**config.mk**
```make
export PLATFORM = sky130hd
export DESIGN_NAME = lcd_pattern_gen
export DESIGN_NICKNAME = d
export VERILOG_FILES = /design/src/rtl/lcd_pattern_gen.sv
export SDC_FILE = /design/constraint.sdc
export NUM_CORES = 1
export LEC_CHECK = 0
export CAP_MARGIN = 20
export CELL_PAD_IN_SITES_DETAIL_PLACEMENT = 0
export CELL_PAD_IN_SITES_GLOBAL_PLACEMENT = 2
export CORE_MARGIN = 1
export CORE_UTILIZATION = 35
export DETAILED_ROUTE_END_ITERATION = 16
export GPL_TIMING_DRIVEN = 0
export PLACE_DENSITY = 0.78
export SLEW_MARGIN = 20
export SYNTH_ARGS = -nofsm -noshare
export SYNTH_HDL_FRONTEND = slang
export SYNTH_SLANG_ARGS = --single-unit
```
**constraint.sdc**
```tcl
create_clock -name lcd_pclk -period 6 [get_ports lcd_pclk]
set_input_delay 0.9 -clock lcd_pclk [delete_from_list [all_inputs] [get_ports lcd_pclk]]
set_output_delay 0.9 -clock lcd_pclk [all_outputs]
set_load 0.02 [all_outputs]
```
**src/rtl/lcd_pattern_gen.sv**
```systemverilog
// Test-pattern source for the RGB LCD timing driver. It produces registered 24-bit pixels
// with one cycle of latency and changes pattern only at frame boundaries.
module lcd_pattern_gen #(
  parameter int AUTO_FRAMES = 60,
  parameter int CHECK_SHIFT = 5
) (
  input  logic        lcd_pclk,
  input  logic        rst,
  input  logic [10:0] pixel_xpos,
  input  logic [10:0] pixel_ypos,
  input  logic [10:0] h_disp,
  input  logic [10:0] v_disp,
  input  logic        key_next,
  input  logic        auto_en,
  output logic [23:0] pixel_data,
  output logic [2:0]  pattern_id,
  output logic        frame_start
);

  localparam int FW = $clog2(AUTO_FRAMES) + 1;
  localparam logic [FW-1:0] FCNT_LAST = FW'(AUTO_FRAMES - 1);

  localparam logic [2:0] PAT_COLORBAR = 3'd0;
  localparam logic [2:0] PAT_GRAY     = 3'd1;
  localparam logic [2:0] PAT_CHECKER  = 3'd2;
  localparam logic [2:0] PAT_BORDER   = 3'd3;
  localparam logic [2:0] PAT_RAMP_RGB = 3'd4;

  logic [10:0]   ypos_d_r;
  logic          seen_zero_r;
  logic [10:0]   bar_w_r;
  logic [FW-1:0] fcnt_r;
  logic          pending_r;
  logic          adv_s;
  logic [2:0]    pat_next_s;
  logic          border_s;
  logic [23:0]   pix_s;

  function automatic logic [23:0] colorbar(input logic [10:0] x, input logic [10:0] w);
    logic [10:0] w2;
    logic [10:0] w3;
    logic [10:0] w4;
    w2 = {w[9:0], 1'b0};
    w3 = w2 + w;
    w4 = {w[8:0], 2'b00};
    if (x < w)       colorbar = 24'hFFFFFF;
    else if (x < w2) colorbar = 24'h000000;
    else if (x < w3) colorbar = 24'hFF0000;
    else if (x < w4) colorbar = 24'h00FF00;
    else             colorbar = 24'h0000FF;
  endfunction

  always_comb begin
    adv_s = pending_r | (auto_en & (fcnt_r == FCNT_LAST));
    if (pattern_id >= PAT_RAMP_RGB) begin
      pat_next_s = PAT_COLORBAR;
    end else begin
      pat_next_s = pattern_id + 3'd1;
    end
  end

  always_comb begin
    border_s = (pixel_xpos == 11'd0) | (pixel_xpos == (h_disp - 11'd1)) |
               (pixel_ypos == 11'd1) | (pixel_ypos == v_disp);
    pix_s = 24'h000000;
    case (pattern_id)
      PAT_COLORBAR: pix_s = colorbar(pixel_xpos, bar_w_r);
      PAT_GRAY:     pix_s = {pixel_xpos[7:0], pixel_xpos[7:0], pixel_xpos[7:0]};
      PAT_CHECKER:  pix_s = (pixel_xpos[CHECK_SHIFT] ^ pixel_ypos[CHECK_SHIFT]) ? 24'hFFFFFF : 24'h000000;
      PAT_BORDER:   pix_s = border_s ? 24'hFFFFFF : 24'h000000;
      PAT_RAMP_RGB: pix_s = {pixel_xpos[7:0], pixel_ypos[7:0], pixel_xpos[7:0] ^ pixel_ypos[7:0]};
      default:      pix_s = 24'h000000;
    endcase
  end

  // Frame edge detect; a blanking line must be seen after reset before the first pulse.
  always_ff @(posedge lcd_pclk) begin
    if (rst) begin
      ypos_d_r    <= 11'd0;
      seen_zero_r <= 1'b0;
      frame_start <= 1'b0;
      bar_w_r     <= 11'd0;
    end else begin
      ypos_d_r    <= pixel_ypos;
      seen_zero_r <= seen_zero_r | (pixel_ypos == 11'd0);
      frame_start <= seen_zero_r & (ypos_d_r == 11'd0) & (pixel_ypos != 11'd0);
      if (frame_start) begin
        bar_w_r <= 11'(({10'd0, h_disp} * 21'd205) >> 10);
      end
    end
  end

  // Pattern sequencing; a key arriving in the frame_start cycle is kept for the next frame.
  always_ff @(posedge lcd_pclk) begin
    if (rst) begin
      pattern_id <= PAT_COLORBAR;
      fcnt_r     <= '0;
      pending_r  <= 1'b0;
    end else if (frame_start) begin
      pending_r <= key_next;
      if (adv_s) begin
        pattern_id <= pat_next_s;
        fcnt_r     <= '0;
      end else if (auto_en) begin
        fcnt_r <= fcnt_r + FW'(1);
      end else begin
        fcnt_r <= '0;
      end
    end else begin
      pending_r <= pending_r | key_next;
    end
  end

  // Registered pixel output, consumed one cycle later under lcd_de.
  always_ff @(posedge lcd_pclk) begin
    if (rst) begin
      pixel_data <= 24'h000000;
    end else begin
      pixel_data <= pix_s;
    end
  end

endmodule
```
==> Word-level counts from Yosys, hierarchy flattened <==
Index checks and enable logic that the tools add are counted.
{ "totals": {"register_bits": 57, "out_inout_bits": 28, "elab_cells": 54, "inputBits": 48} }
{ "classes": {"n_mux": 11, "add_sub_neg": 4, "mul": 1, "order_cmp": 5, "n_reduce_logical": 6, "n_bitwise": 11, "eq_ne": 8} }
{ "ops": {"columns": ["cell", "count"], "rows": [
  ["$mux 24", 5],
  ["$pmux 24 s5", 1],
  ["$logic_not 11->1", 3],
  ["$eq 11x11->1", 2],
  ["$lt 11x11->1", 2],
  ["$mul 11x8->19 const B", 1],
  ["$mux 16", 1],
  ["$mux 7", 2],
  ["$add 10x9->11", 1],
  ["$eq 11x1->1 const B", 1],
  ["$lt 11x10->1", 1],
  ["$lt 11x9->1", 1],
  ["$reduce_bool 11->1", 1],
  ["$sub 11x1->11 const B", 1],
  ["$xor 8x8->8", 1],
  ["$add 7x1->7 const B", 1],
  ["$eq 7x6->1 const B", 1],
  ["$eq 3x2->1 const B", 2],
  ["$or 1x1->1", 6],
  ["$add 3x1->3 const B", 1],
  ["$and 1x1->1", 3],
  ["$eq 3x1->1 const B", 1],
  ["$eq 3x3->1 const B", 1],
  ["$ge 3x3->1 const B", 1],
  ["5 further kinds", 5]
]} }

==> Logic depth before layout (Yosys ltp) <==
Gate-level depths: netlist (run 1).
{ "depth": {"depth_word": 7, "ltp_mapped": 16, "ltp_nobuf": 16} }

==> Worst setup path after synthesis (run 1) <==
OpenSTA, ideal clock, no wires.
{ "synth_timing": {"path_type": "input-to-reg", "from": "in h_disp[5]", "to": "reg bar_w_r[5]", "path_stages": 16, "required_ns": 5.897, "path_slack_ns": 1.395, "n_path_buf": 0, "setup_time_ns": 0.103, "t_arrival_ns": 4.501, "path_cell_list": "inv_1 ha_1 inv_1 fa_1 inv_1 fa_1 inv_1 fa_1 inv_1 ha_1 a2111oi_4 o31ai_4 a221oi_4 o21bai_1 and3_1 a2111oi_2"} }
{ "synth_via": {"elab_chain_len": 1} }
{ "synth_lines": {"columns": ["item", "line_no", "rtl"], "rows": [
  ["from (decl)", "11", "input logic [10:0] h_disp,"],
  ["$mul 11x8->19", "88", "bar_w_r <= 11'(({10'd0, h_disp} * 21'd205) >> 10);"],
  ["to (signal assigned)", "88", null],
  ["to (decl)", "31", "logic [10:0] bar_w_r;"]
]} }
Every way passes these cells.
A chain may end at the register's enable or synchronous reset.

==> Worst setup path in the final report (run 1) <==
{ "layout_timing": {"from": "in h_disp[6]", "to": "reg bar_w_r[5]"} }
Same word-level chain as after synthesis.

==> results of run 1 <==
[layout make-up]
class	count	area share (%)
Clock buffer	11	3.45
Sequential cell	57	16.2
Tap cell	216	3.84
Buffer	16	1.30
Timing Repair Buffer	74	10.5
Inverter	92	4.91
Multi-Input combinational cell	477	58.7
Clock inverter	5	1.12
[power by group]
part | switching (W) | internal [W] | total [W]
Clock | 0.000177 | 0.000374 | 0.000551
Sequential | 0.00000466 | 0.000398 | 0.000402
Combinational | 0.000367 | 0.000291 | 0.000658
Total | 0.000549 | 0.00106 | 0.00161
[cell usage in the layout, fill, tap and decap left out, drive strengths merged, types with 3 or more instances in the layout]
cell           instances
nand3                 13
a41oi                  8
buf                   10
ha                   111
inv                   92
nand2                 43
fa                    21
a31oi                 14
clkbuf                17
a21oi                 27
nand2b                 7
o21a                   4
o211ai                 3
nand4                 13
clkinv                 3
o21ai                 22
clkdlybuf4s50         74
o31ai                  5
nor2b                 15
nor3                  10
xor2                  13
a21o                   8
xnor2                 34
nor4                   6
nor2                  48
and3                   4
o21bai                 4
a2111oi                5
mux2i                  4
a211oi                 5
a221oi                 3
dfxtp                 57
[worst max-delay path: cells and delay by family]
family                   cells  cell delay, ns
buffers and inverters        6            0.99
AO/OA/AOI/OAI                5            1.25
AND/OR/NAND/NOR              1            0.22
adder cells (fa/ha/maj)      5            2.19
[per-stage QoR]
stage	hold slack (ns)	instances	area (µm²)
final	0.492	948	7040
after global routing	0.509	948	7040
after CTS	0.481	948	7040
after detailed placement	0.466	932	6720
after global placement	0.465	932	6720
after floorplan	0.432	642	5710
[sequential cells by signal (all words and copies together) (netlist names)]
signal       cells
fcnt_r           7
frame_start      1
pixel_data      24
seen_zero_r      1
ypos_d_r        11
pattern_id       3
pending_r        1
bar_w_r          9
[per-layer routing]
layer	track usage (%)	wire [µm]	vias up
met2	31.6	6960	68
met3	2.91	400	8
met5	0	0	-
met1	25.9	7310	2225
li1	-	-	2386
met4	4.65	106	0
[worst paths after layout]
kind          startpoint            end  slack [ns]  cells past startpoint
max            h_disp[6]     bar_w_r[5]        0.66                     17
max reg2reg   bar_w_r[0]  pixel_data[8]        1.86                     16
min reg2reg  seen_zero_r    seen_zero_r        0.49                      2
min          seen_zero_r    seen_zero_r        0.49                      2
[cell families (layout without fill, tap and decap cells)]
| kind of cell | Yosys count | in the layout | synth area share [%] |
|---|---|---|---|
| and+or+nand+nor | 170 | 170 | 14.9 |
| adders and majority gates | 132 | 132 | 31.7 |
| AOI/OAI and AO/OA | 124 | 124 | 17.8 |
| buffers and inverters | 108 | 198 | 7.65 |
| DFF | 57 | 57 | 20.0 |
| xor gates and xnor gates | 47 | 47 | 7.21 |
| muxes | 4 | 4 | 0.702 |
==> flow_summary_export.csv, run 1 <==
group,metric,value,unit
synthesis,synth-seq-area-share,20.0,%
sta,worstMarginPinSlew,0.797,ns
layout,drive_gt1_share,6.56,%
synthesis,synth_seq_cells,57,
power_and_ir_drop,leakage,3.06,nW
global_route,grt_max_degree,11,
die,die_height,130,µm
min_path,hold_class,"flop to flop",
layout,n_fill_cell,1639,
synthesis,synthTopCellsByCount,"111 x ha_1, 92 x inv_1, 57 x dfxtp_1, 48 x nor2_1, 43 x nand2_1",
drt,drt-initial-drc-count,238,
die,start_util,35.9,%
global_route,grt_overflow_total,0,
setup_path,cp.arrival,5.56,ns
drt,wirelength,14.8,mm
clock_network,clk_pin_slew,0.05,ns
global_route,antenna_found_initial,0,
setup_path,crit_path_end_kind,"flop",
layout,antenna_cells,0,
power_and_ir_drop,finalPower,0.00161,W
setup_path,cp.required,6.23,ns
setup_path,path_class,"primary input to flop",
sta,fin_crit_sh,88.9,%
clock_network,postCtsSetupRepairBufs,0,
sta,grt_setup_unrepaired,"false",
sta,setup_viol,0,
synthesis,yosysWarningCount,0,
layout,final_util,44.3,%
setup_path,worst_path_most_repeated_cell,"inv_1",
synthesis,synth_top_area_cell,"ha_1",
die,die_area,16800,µm²
synthesis,synth_enable_flop_cells,0,
placement,place_congestion,0.858,
drt,avgRoutedWirePerCell,15.6,µm
sta,finClkSkew,0.00858,ns
drt,vias,4687,
status,outcome,"finished clean",
drt,viasPerCell,4.94,
setup_path,crit_chain,"clkdlybuf4s50_1 -> inv_1 -> ha_1 -> inv_1 -> fa_1 -> inv_1 -> fa_1 -> inv_1 -> fa_1 -> inv_1 -> ha_1 -> a2111oi_4 -> o31ai_4 -> a221oi_4 -> o21bai_1 -> and3_1 -> a2111oi_2",
sta,setup_slack,0.665,ns
synthesis,synth_cell_types,65,
global_route,grt_first_pass_wirelength,24.7,mm
clock_network,postCtsHoldBufs,0,
clock_network,clock_latency,0.33,ns
synthesis,yosysTopAreaCellShare,24.3,%
run,max_cap_viol_count,0,
clock_network,clock_path_buffers,2,
sta,slew_violations,0,
die,num_rows,46,
clock_network,tritoncts,"yes",
setup_path,cp_slowest_cell,"clkdlybuf4s50_1",
drt,first_pass_iters,4,
clock_network,clockRootBuffer,"clkbuf_16",
sta,finalCriticalPeriod,5.34,ns
drt,drc,0,
die,io_pins,76,
power_and_ir_drop,irDropWorstVdd,118,µV
clock_network,cts_resized,0,
setup_path,crit_path_max_incr_delay,0.65,ns
placement,dp_hpwl,12.2,mm
global_route,first_global_vias,4854,
synthesis,ys_async_sr_fraction,0,%
layout,regArea,1140,µm²
clock_network,cts.sinks,57,
clock_network,h-tree-depth,3,
global_route,track_usage,19.0,%
die,die_w,130,µm
layout,syn_to_final_growth,23.4,%
synthesis,synth_area_leaders,"ha_1 24%, dfxtp_1 20%, fa_1 7.4%, inv_1 6.1%, xnor2_1 5.2%",
setup_path,startpoint_type,"primary input",
drt,antenna_left,0,
sta,fin_setup_tns,0,ns
placement,portBuffers,74,
placement,preCtsSetupSlack,0.300,ns
layout,multiInputGateArea,4130,µm²
synthesis,syn-num-nets,822,
layout,final_nets,907,
synthesis,synth_top_flop_cell,"dfxtp_1",
clock_network,cts_buffers,9,
sta,slew_headroom,46.3,%
synthesis,syn-cell-area,5710,µm²
synthesis,synth_area_per_cell,8.89,µm²
die,core_area,15900,µm²
synthesis,synthCells,642,
sta,hold_viol_final,0,
power_and_ir_drop,power_density,229,nW/µm²
synthesis,synth.most_common_cell,"ha_1",
setup_path,worstPathMaxFanout,6,
sta,max_freq,0.187,GHz
(Power assumes the default switching activity.)
==> run 2, diff against run 1 <==
==> constraint.sdc (replaced) <==
create_clock -name lcd_pclk -period 6 [get_ports lcd_pclk]
set_input_delay 1.2 -clock lcd_pclk [delete_from_list [all_inputs] [get_ports lcd_pclk]]
set_output_delay 1.2 -clock lcd_pclk [all_outputs]
set_load 0.02 [all_outputs]
==> results of run 2 <==
Same layout as run 1 (identical final DEF). Status: finished clean.
Main changes from that run: setup slack after placement 0.300 ns -> -0.000454 ns; setup slack after layout 0.665 ns -> 0.365 ns
